`config.mk`:
```
export PLATFORM = sky130hd
export DESIGN_NAME = lif_array_arb
export DESIGN_NICKNAME = d
export VERILOG_FILES = /design/src/rtl/lif_array_arb.sv
export SDC_FILE = /design/constraint.sdc
export NUM_CORES = 2
export LEC_CHECK = 0
export CORE_MARGIN = 5
export CORE_UTILIZATION = 40
export CTS_BUF_LIST = sky130_fd_sc_hd__clkbuf_16
export DETAILED_ROUTE_END_ITERATION = 8
export GPL_TIMING_DRIVEN = 0
export RECOVER_POWER = 25
export SLEW_MARGIN = 20
export SYNTH_ARGS = -nofsm -noshare
export SYNTH_HDL_FRONTEND = slang
export SYNTH_SLANG_ARGS = --single-unit
export TNS_END_PERCENT = 20
```
`constraint.sdc`:
```
create_clock -name clk -period 9 [get_ports clk]
set_clock_uncertainty 0.1 [all_clocks]
set_input_delay 1.8 -clock clk [delete_from_list [all_inputs] [get_ports clk]]
set_output_delay 1.8 -clock clk [all_outputs]
set_load 0.1 [all_outputs]
```
`src/rtl/lif_array_arb.sv`:
```
// Leaky integrate-and-fire neuron array with per-neuron event FIFOs, refractory timers and a
// round-robin spike serialiser. Optional macro LIF_SPIKE_COUNT_EN adds per-neuron spike counters.
module lif_array_arb #(
  parameter int unsigned NUM_NEURONS = 16,
  parameter int unsigned SCORE_W     = 4,
  parameter int unsigned VMEM_W      = 16,
  parameter int unsigned NEURON_ID_W = 4,
  parameter int unsigned LEAK_SHIFT  = 4,
  parameter int unsigned FIFO_DEPTH  = 4,
  parameter int unsigned REFRACT_W   = 4
) (
  input  logic                           clk,
  input  logic                           rst,
  input  logic                           scan_start_en,
  input  logic [NUM_NEURONS-1:0]         score_valid,
  input  logic [NUM_NEURONS*SCORE_W-1:0] score_in,
  output logic [NUM_NEURONS-1:0]         score_ready,
  input  logic [NUM_NEURONS*VMEM_W-1:0]  thresholds,
  input  logic [REFRACT_W-1:0]           refract_cycles,
`ifdef LIF_SPIKE_COUNT_EN
  input  logic                           spike_count_clr,
  output logic [NUM_NEURONS*16-1:0]      spike_count,
`endif
  output logic                           spike_valid,
  output logic [NEURON_ID_W-1:0]         spike_id,
  input  logic                           spike_ready
);

  localparam int unsigned PtrW = $clog2(FIFO_DEPTH);
  localparam int unsigned CntW = PtrW + 1;

  logic [SCORE_W-1:0]     fifo_mem_q [NUM_NEURONS][FIFO_DEPTH];
  logic [PtrW-1:0]        wr_ptr_q   [NUM_NEURONS];
  logic [PtrW-1:0]        rd_ptr_q   [NUM_NEURONS];
  logic [CntW-1:0]        cnt_q      [NUM_NEURONS];
  logic [VMEM_W-1:0]      vmem_q     [NUM_NEURONS];
  logic [VMEM_W-1:0]      vmem_d     [NUM_NEURONS];
  logic [REFRACT_W-1:0]   refr_q     [NUM_NEURONS];
  logic [REFRACT_W-1:0]   refr_d     [NUM_NEURONS];
  logic [NUM_NEURONS-1:0] pending_q, pending_d;
  logic [NUM_NEURONS-1:0] push, pop, accept_vec, eligible, upper, pick;
  logic [NEURON_ID_W-1:0] ptr_q, ptr_d, grant;
  logic                   grant_found, load;
  logic                   spike_valid_q;
  logic [NEURON_ID_W-1:0] spike_id_q;

  assign spike_valid = spike_valid_q;
  assign spike_id    = spike_id_q;

  assign accept_vec = (spike_valid_q & spike_ready) ?
                      (NUM_NEURONS'(1) << spike_id_q) : '0;

  for (genvar g = 0; g < NUM_NEURONS; g++) begin : g_neuron
    logic [VMEM_W-1:0] thr, leak, add, vnext;
    logic [VMEM_W:0]   sum;
    logic              add_en, fire;

    assign score_ready[g] = (cnt_q[g] != CntW'(FIFO_DEPTH));
    assign push[g]        = score_valid[g] & score_ready[g];
    // A pending neuron holds its queue so at most one spike per neuron is outstanding.
    assign pop[g]         = (cnt_q[g] != '0) & ~pending_q[g];

    assign thr    = thresholds[g*VMEM_W +: VMEM_W];
    assign leak   = scan_start_en ? (vmem_q[g] >> LEAK_SHIFT) : '0;
    assign add_en = pop[g] & (refr_q[g] == '0);
    assign add    = add_en ? VMEM_W'(fifo_mem_q[g][rd_ptr_q[g]]) : '0;
    assign sum    = {1'b0, vmem_q[g] - leak} + {1'b0, add};
    assign vnext  = sum[VMEM_W] ? '1 : sum[VMEM_W-1:0];
    assign fire   = add_en & (thr != '0) & (vnext >= thr);

    assign vmem_d[g]    = fire ? '0 : vnext;
    assign pending_d[g] = fire | (pending_q[g] & ~accept_vec[g]);
    assign refr_d[g]    = accept_vec[g]      ? refract_cycles :
                          (refr_q[g] != '0) ? refr_q[g] - 1'b1 : '0;
  end

  // Round-robin: prefer eligible neurons at or above ptr, otherwise wrap to the lowest one.
  assign eligible    = pending_q & ~accept_vec;
  assign upper       = eligible & ({NUM_NEURONS{1'b1}} << ptr_q);
  assign pick        = (|upper) ? upper : eligible;
  assign grant_found = |eligible;
  assign load        = ~spike_valid_q | spike_ready;

  always_comb begin
    grant = '0;
    for (int k = NUM_NEURONS - 1; k >= 0; k--) begin
      if (pick[k]) grant = NEURON_ID_W'(k);
    end
  end

  assign ptr_d = (grant == NEURON_ID_W'(NUM_NEURONS - 1)) ? '0 : grant + 1'b1;

  always_ff @(posedge clk) begin
    if (rst) begin
      spike_valid_q <= 1'b0;
      spike_id_q    <= '0;
      ptr_q         <= '0;
      pending_q     <= '0;
      for (int i = 0; i < NUM_NEURONS; i++) begin
        wr_ptr_q[i] <= '0;
        rd_ptr_q[i] <= '0;
        cnt_q[i]    <= '0;
        vmem_q[i]   <= '0;
        refr_q[i]   <= '0;
      end
    end else begin
      pending_q <= pending_d;
      for (int i = 0; i < NUM_NEURONS; i++) begin
        vmem_q[i] <= vmem_d[i];
        refr_q[i] <= refr_d[i];
        if (push[i]) wr_ptr_q[i] <= wr_ptr_q[i] + 1'b1;
        if (pop[i])  rd_ptr_q[i] <= rd_ptr_q[i] + 1'b1;
        cnt_q[i] <= cnt_q[i] + CntW'(push[i]) - CntW'(pop[i]);
      end
      if (load) begin
        spike_valid_q <= grant_found;
        if (grant_found) begin
          spike_id_q <= grant;
          ptr_q      <= ptr_d;
        end
      end
    end
  end

  always_ff @(posedge clk) begin
    for (int i = 0; i < NUM_NEURONS; i++) begin
      if (push[i]) fifo_mem_q[i][wr_ptr_q[i]] <= score_in[i*SCORE_W +: SCORE_W];
    end
  end

`ifdef LIF_SPIKE_COUNT_EN
  logic [15:0] spike_cnt_q [NUM_NEURONS];

  always_ff @(posedge clk) begin
    if (rst || spike_count_clr) begin
      for (int i = 0; i < NUM_NEURONS; i++) spike_cnt_q[i] <= '0;
    end else begin
      for (int i = 0; i < NUM_NEURONS; i++) begin
        if (accept_vec[i] && (spike_cnt_q[i] != 16'hFFFF)) spike_cnt_q[i] <= spike_cnt_q[i] + 1'b1;
      end
    end
  end

  for (genvar g = 0; g < NUM_NEURONS; g++) begin : g_cnt_out
    assign spike_count[g*16 +: 16] = spike_cnt_q[g];
  end
`endif

endmodule

```
# Word-level counts from Yosys, hierarchy flattened
# Memories as Yosys holds them, arrays and structs flattened.
# Index checks and enable logic that the tools add are counted.
[totals]
reg_bits = 25
latchBits = 0
ram_bits = 688
romBits = 0
input_bits = 344
output_inout_bits = 21
word_cells = 941
mem_count = 6
[memory_table]
columns = ["memory", "depth", "width", "rd", "rd_clocked_by_memory_dff", "wr", "line", "source"]
rows = [
  ["fifo_mem_q", 16, 16, 16, 0, 16, "32", "logic [SCORE_W-1:0] fifo_mem_q [NUM_NEURONS][FIFO_DEPTH];"],
  ["vmem_q", 16, 16, 16, 0, 16, "36", "logic [VMEM_W-1:0] vmem_q [NUM_NEURONS];"],
  ["refr_q", 16, 4, 16, 0, 16, "38", "logic [REFRACT_W-1:0] refr_q [NUM_NEURONS];"],
  ["cnt_q", 16, 3, 16, 0, 16, "35", "logic [CntW-1:0] cnt_q [NUM_NEURONS];"],
  ["rd_ptr_q", 16, 2, 16, 0, 16, "34", "logic [PtrW-1:0] rd_ptr_q [NUM_NEURONS];"],
  ["wr_ptr_q", 16, 2, 16, 0, 16, "33", "logic [PtrW-1:0] wr_ptr_q [NUM_NEURONS];"],
]
[classes]
addsub = 113
mul = 0
n_div = 0
n_lt_le_gt_ge = 64
eq_ne = 17
shifts = 2
muxes = 390
bitwise_logic = 262
reduce_logical = 83
[ops]
columns = ["operator", "count"]
rows = [
  ["2-to-1 mux 16 bit", 66],
  ["2-to-1 mux 4 bit", 129],
  ["adder 16 x 4 -> 17 bit", 16],
  [">= comparator 16 bit", 16],
  ["nonzero test 16 bit", 16],
  ["subtractor 16 x 12 -> 16 bit", 16],
  ["2-to-1 mux 12 bit", 16],
  ["binary-select mux 4 bit (select 2 bit)", 16],
  ["demux 4 bit (select 2 bit)", 16],
  ["2-to-1 mux 1 bit", 99],
  ["bitwise AND 1 bit", 97],
  ["OR 1 bit", 97],
  [">= comparator 3 bit (second input constant)", 32],
  ["inverter 2 -> 3 bit", 32],
  ["adder 2 x 1 -> 2 bit (second input constant)", 32],
  ["zero test 4 bit", 16],
  ["2-to-1 mux 2 bit", 32],
  ["nonzero test 4 bit", 16],
  ["subtractor 4 x 1 -> 4 bit (second input constant)", 16],
  ["adder 3 x 1 -> 3 bit", 16],
  ["less-than comparator 3 x 1 -> 1 bit (second input constant)", 16],
  ["2-to-1 mux 3 bit", 16],
  ["!= test 3 bit (second input constant)", 16],
  ["nonzero test 3 bit", 16],
  ["other kinds (11)", 75],
]

# Depth between registers and ports, before layout
[depth]
word_depth = 25
depth_mapped = 30
mapped_depth_nobuf = 27

# Worst setup path before layout
# OpenSTA, ideal clock, no wires.
[synth_path]
kind = "input-to-reg"
from = "in scan_start_en"
to = "mem vmem_q[6][4], in the netlist vmem_q[0][100]"
setup_ns = 0.070
arrival_ns = 7.211
required_ns = 8.830
path_slack_ns = 1.618
stages = 26
path_buffers = 4
path_cell_list = "clkbuf_1 -> clkbuf_1 -> nand2_1 -> fa_1 -> a21o_1 -> a21oi_1 -> o211ai_1 -> a211oi_1 -> xnor2_1 -> inv_1 -> nor4_1 -> or4b_1 -> buf_2 -> and2_1 -> ha_1 -> nand2b_1 -> a21o_1 -> a21o_1 -> a21o_1 -> a21o_1 -> a21oi_1 -> o21ai_0 -> a41oi_1 -> nand2_1 -> clkbuf_1 -> a21oi_1"
[synth_lines]
columns = ["element", "line", "source"]
rows = [
  ["from (decl)", "14", "input logic scan_start_en,"],
  ["to (decl)", "36", ""],
]

==> results.sh <==
export IMPL_mostFrequentLayoutCells="628 x nand2_1, 609 x ha_1, 524 x a21oi_1, 522 x inv_1, 393 x dfxtp_1"
export IMPL_fp_dieArea_um2=140000
export IMPL_synth_area_mux_share=0.0311
export IMPL_synth_warnings=0
export IMPL_synthAdderAreaFrac=0.162
export IMPL_synth_top_family_by_area="simple AND/OR/NAND/NOR gates"
export IMPL_max_freq_ghz=0.118
export IMPL_drt_iter0_drc=2702
export IMPL_yosys_area_top_type="edfxtp_1"
export IMPL_power_switching_w=0.0132
export IMPL_final_cells=8319
export IMPL_fin_crit_sh=0.942
export IMPL_setup_ws_ns=0.519
export IMPL_layout_commonest_cell="nand2_1"
export IMPL_place_congestion=0.935
export IMPL_yosys_area_share_simple=0.205
export IMPL_detail_route_antenna_nets=0
export IMPL_clock_latency_ns=0.66
export IMPL_post_place_cells=8136
export IMPL_synth_async_reset_ratio=0
export IMPL_postCtsHoldBufs=0
export IMPL_clock_root_buffer="clkbuf_16"
export IMPL_hold_depth=2
export IMPL_ios=365
export IMPL_pwr_share_clk=0.127
export IMPL_crit_reg2reg_capture="vmem_q[1][43]"
export IMPL_grt_ovfl_total=0
export IMPL_synth_fp_nets=7015
export IMPL_numCtsBuffers=85
export IMPL_initial_core_util=0.403
export IMPL_crit_path_max_fanout=12
export IMPL_arrival_ns=8.95
export IMPL_first_global_vias=44032
export IMPL_area_growth_pct=16.8
export IMPL_drc=0
export IMPL_min_to="refr_q[0][19]"
export IMPL_grtUsageTotal=0.213
export IMPL_drv_cap=0
export IMPL_firstDrtPassIters=6
export IMPL_drive_gt1_frac=0.0535
export IMPL_switching_share=0.477
export IMPL_syn_cell_area_um2=53000
export IMPL_synthFlopType="dfxtp_1"
export IMPL_avgSynthCellArea_um2=8.81
export IMPL_grt_max_degree=14
export IMPL_worstMarginPinSlew_ns=1.23
export IMPL_setup_tns_final_ns=0
export IMPL_outcome="finished clean"
export IMPL_clockBufferDepth=3
export IMPL_synth_compound_area_frac=0.162
export IMPL_preCtsSetupSlack_ns=-0.513
export IMPL_layout_min_cycle_time_ns=8.48
export IMPL_crit_reg2reg_launch="vmem_q[1][36]"
export IMPL_hold_path_class="reg -> reg"
export IMPL_synth_xor_area_frac=0.0616
export IMPL_fin_nets=7470
export IMPL_wl_mm=156
export IMPL_via_count=45284
export IMPL_cts_htree_levels=3
export IMPL_power_frac_seq=0.177
export IMPL_peakVddDrop_mv=0.298
export IMPL_critPathMaxStageDelay_ns=0.82
export IMPL_routedWlPerCell_um=18.7
export IMPL_cellLeakagePower_nw=26.6
export IMPL_slowest_stage="clkbuf_1"
export IMPL_reg2regPathDepth=25
export IMPL_grt_pass1_wl_mm=240
export IMPL_synth_seq_area_share=0.330
export IMPL_crit_family="compound AO/OA/AOI/OAI gates"
export IMPL_cts_reportedPaths_clkPinSlew_ns=0.06
export IMPL_via_per_inst=5.44
export IMPL_power_internal_w=0.0145
export IMPL_cts_tree="yes"
export IMPL_p_comb_frac=0.696
export IMPL_core_area_um2=132000
export IMPL_synthTopCellsByArea="edfxtp_1 18%, dfxtp_1 15%, ha_1 14%, a21oi_1 4.9%, nand2_1 4.4%"
export IMPL_synthCells=6014
export IMPL_required_ns=9.46
export IMPL_synth_edf_count=320
export IMPL_hold_violations=0
export IMPL_worst_r2r_setup_slack_ns=2.16
export IMPL_io_buffers=358
export IMPL_rows=133
export IMPL_antenna_found_initial=44
export IMPL_die_y_um=374
export IMPL_die_x_um=374
export IMPL_worstSetupPathType="in -> reg"
export IMPL_dpl_hpwl_mm=124
export IMPL_rsz0062_at_grt="yes"
export IMPL_yosysTopAreaCellShare=0.181
export IMPL_path_common_cell="a21oi_1"
export IMPL_setup_viol_count_final=0
export IMPL_ys_seq_elements=713
export IMPL_worst_path_stages=29
export IMPL_worstSetupStartpointType="primary input"
export IMPL_finalMaxSlewViolations=0
export IMPL_relSlewSlack=0.177
export IMPL_end_kind="register"
export IMPL_critical_path_buf_inv_count=4
export IMPL_hp_start="refr_q[0][19]"
export IMPL_power_density_nw_per_um2=446
export IMPL_clock_sinks=713
export IMPL_synthDistinctLibCells=107
[cells by family after synthesis]
logic type,after synthesis
adders and majority gates,657
DFF,713
AOI/OAI and AO/OA,1344
and+or+nand+nor,2157
buffers and inverters,686
xor gates and xnor gates,373
muxes,84
[power groups by stage]
stage	registers (W)	logic [W]	clock network [W]
6_report	0.00489	0.0192	0.00352
3_5_place_dp	0.00495	0.0190	0
5_1_grt	0.00498	0.0217	0.00375
4_1_cts	0.00489	0.0192	0.00362
3_3_place_gp	0.00494	0.0187	0
2_1_floorplan	0.00478	0.0148	0
[worst max path at each step]
stage | start | to
after detailed placement | scan_start_en | vmem_q[0][104]
after floorplan | scan_start_en | vmem_q[0][100]
after global routing | scan_start_en | vmem_q[0][22]
after CTS | scan_start_en | vmem_q[0][104]
after global placement | scan_start_en | vmem_q[1][93]
final | scan_start_en | vmem_q[0][29]
[registers in the layout, summed over array words and instances, names as in the netlist]
name         flops
fifo_mem_q     256
vmem_q         256
refr_q          64
cnt_q           48
rd_ptr_q        32
wr_ptr_q        32
pending_q       16
ptr_q            4
spike_id         4
spike_valid      1
[what timing repair did]
action / CTS / global route
buffers inserted: 0 / 0
resized for setup: 0 / 8
setup endpoints to repair: 0 / 45
[metal layers]
layer  up-vias  wire, um  GRT usage
li1      22629         -          -
met2      1098     71500      0.352
met3       216      9640     0.0387
met4         6      4610     0.0702
met1     21335     69800      0.283
met5         -        41          0
[cell usage after synthesis (49+ instances only)]
library cell,number
nand2_1,628
ha_1,609
a21oi_1,524
inv_1,508
dfxtp_1,393
nor2_1,380
edfxtp_1,320
nor3_1,217
xnor2_1,215
and3_1,188
o21ai_0,180
xor2_1,158
clkbuf_1,154
a21o_1,150
nor4_1,131
nor2b_1,117
nand3_1,110
o21a_1,88
a211oi_1,69
nand2b_1,69
and2_1,68
mux4_2,64
nand4_1,52
or2_2,49
[layout make-up]
cell class	instances	area, um2
Antenna cell	26	65.1
Buffer	178	726
Clock buffer	87	2180
Clock inverter	69	663
Fill cell	12703	69700
Inverter	508	1910
Multi-Input combinational cell	4615	33000
Sequential cell	713	17500
Tap cell	1755	2200
Timing Repair Buffer	368	3700
[through the flow]
step | utilization | hold slack (ns) | instance area, um2 | power [W]
6_report | 0.470 | 0.407 | 61900 | 0.0276
5_1_grt | 0.470 | 0.447 | 61900 | 0.0305
4_1_cts | 0.470 | 0.405 | 61800 | 0.0277
3_5_place_dp | 0.448 | 0.399 | 59000 | 0.0240
3_3_place_gp | 0.447 | 0.390 | 58800 | 0.0236
2_1_floorplan | - | 0.375 | 53000 | 0.0196
[worst reg2reg max path: cells and delay by family (launching register included)]
kind / cells / cell delay, ns
and+or+nand+nor: 7 / 1.91
AOI/OAI and AO/OA: 12 / 2.97
adders and majority gates: 3 / 0.83
DFF: 1 / 0.36
buffers and inverters: 2 / 0.37
xor gates and xnor gates: 1 / 0.23
(Power assumes the default switching activity.)
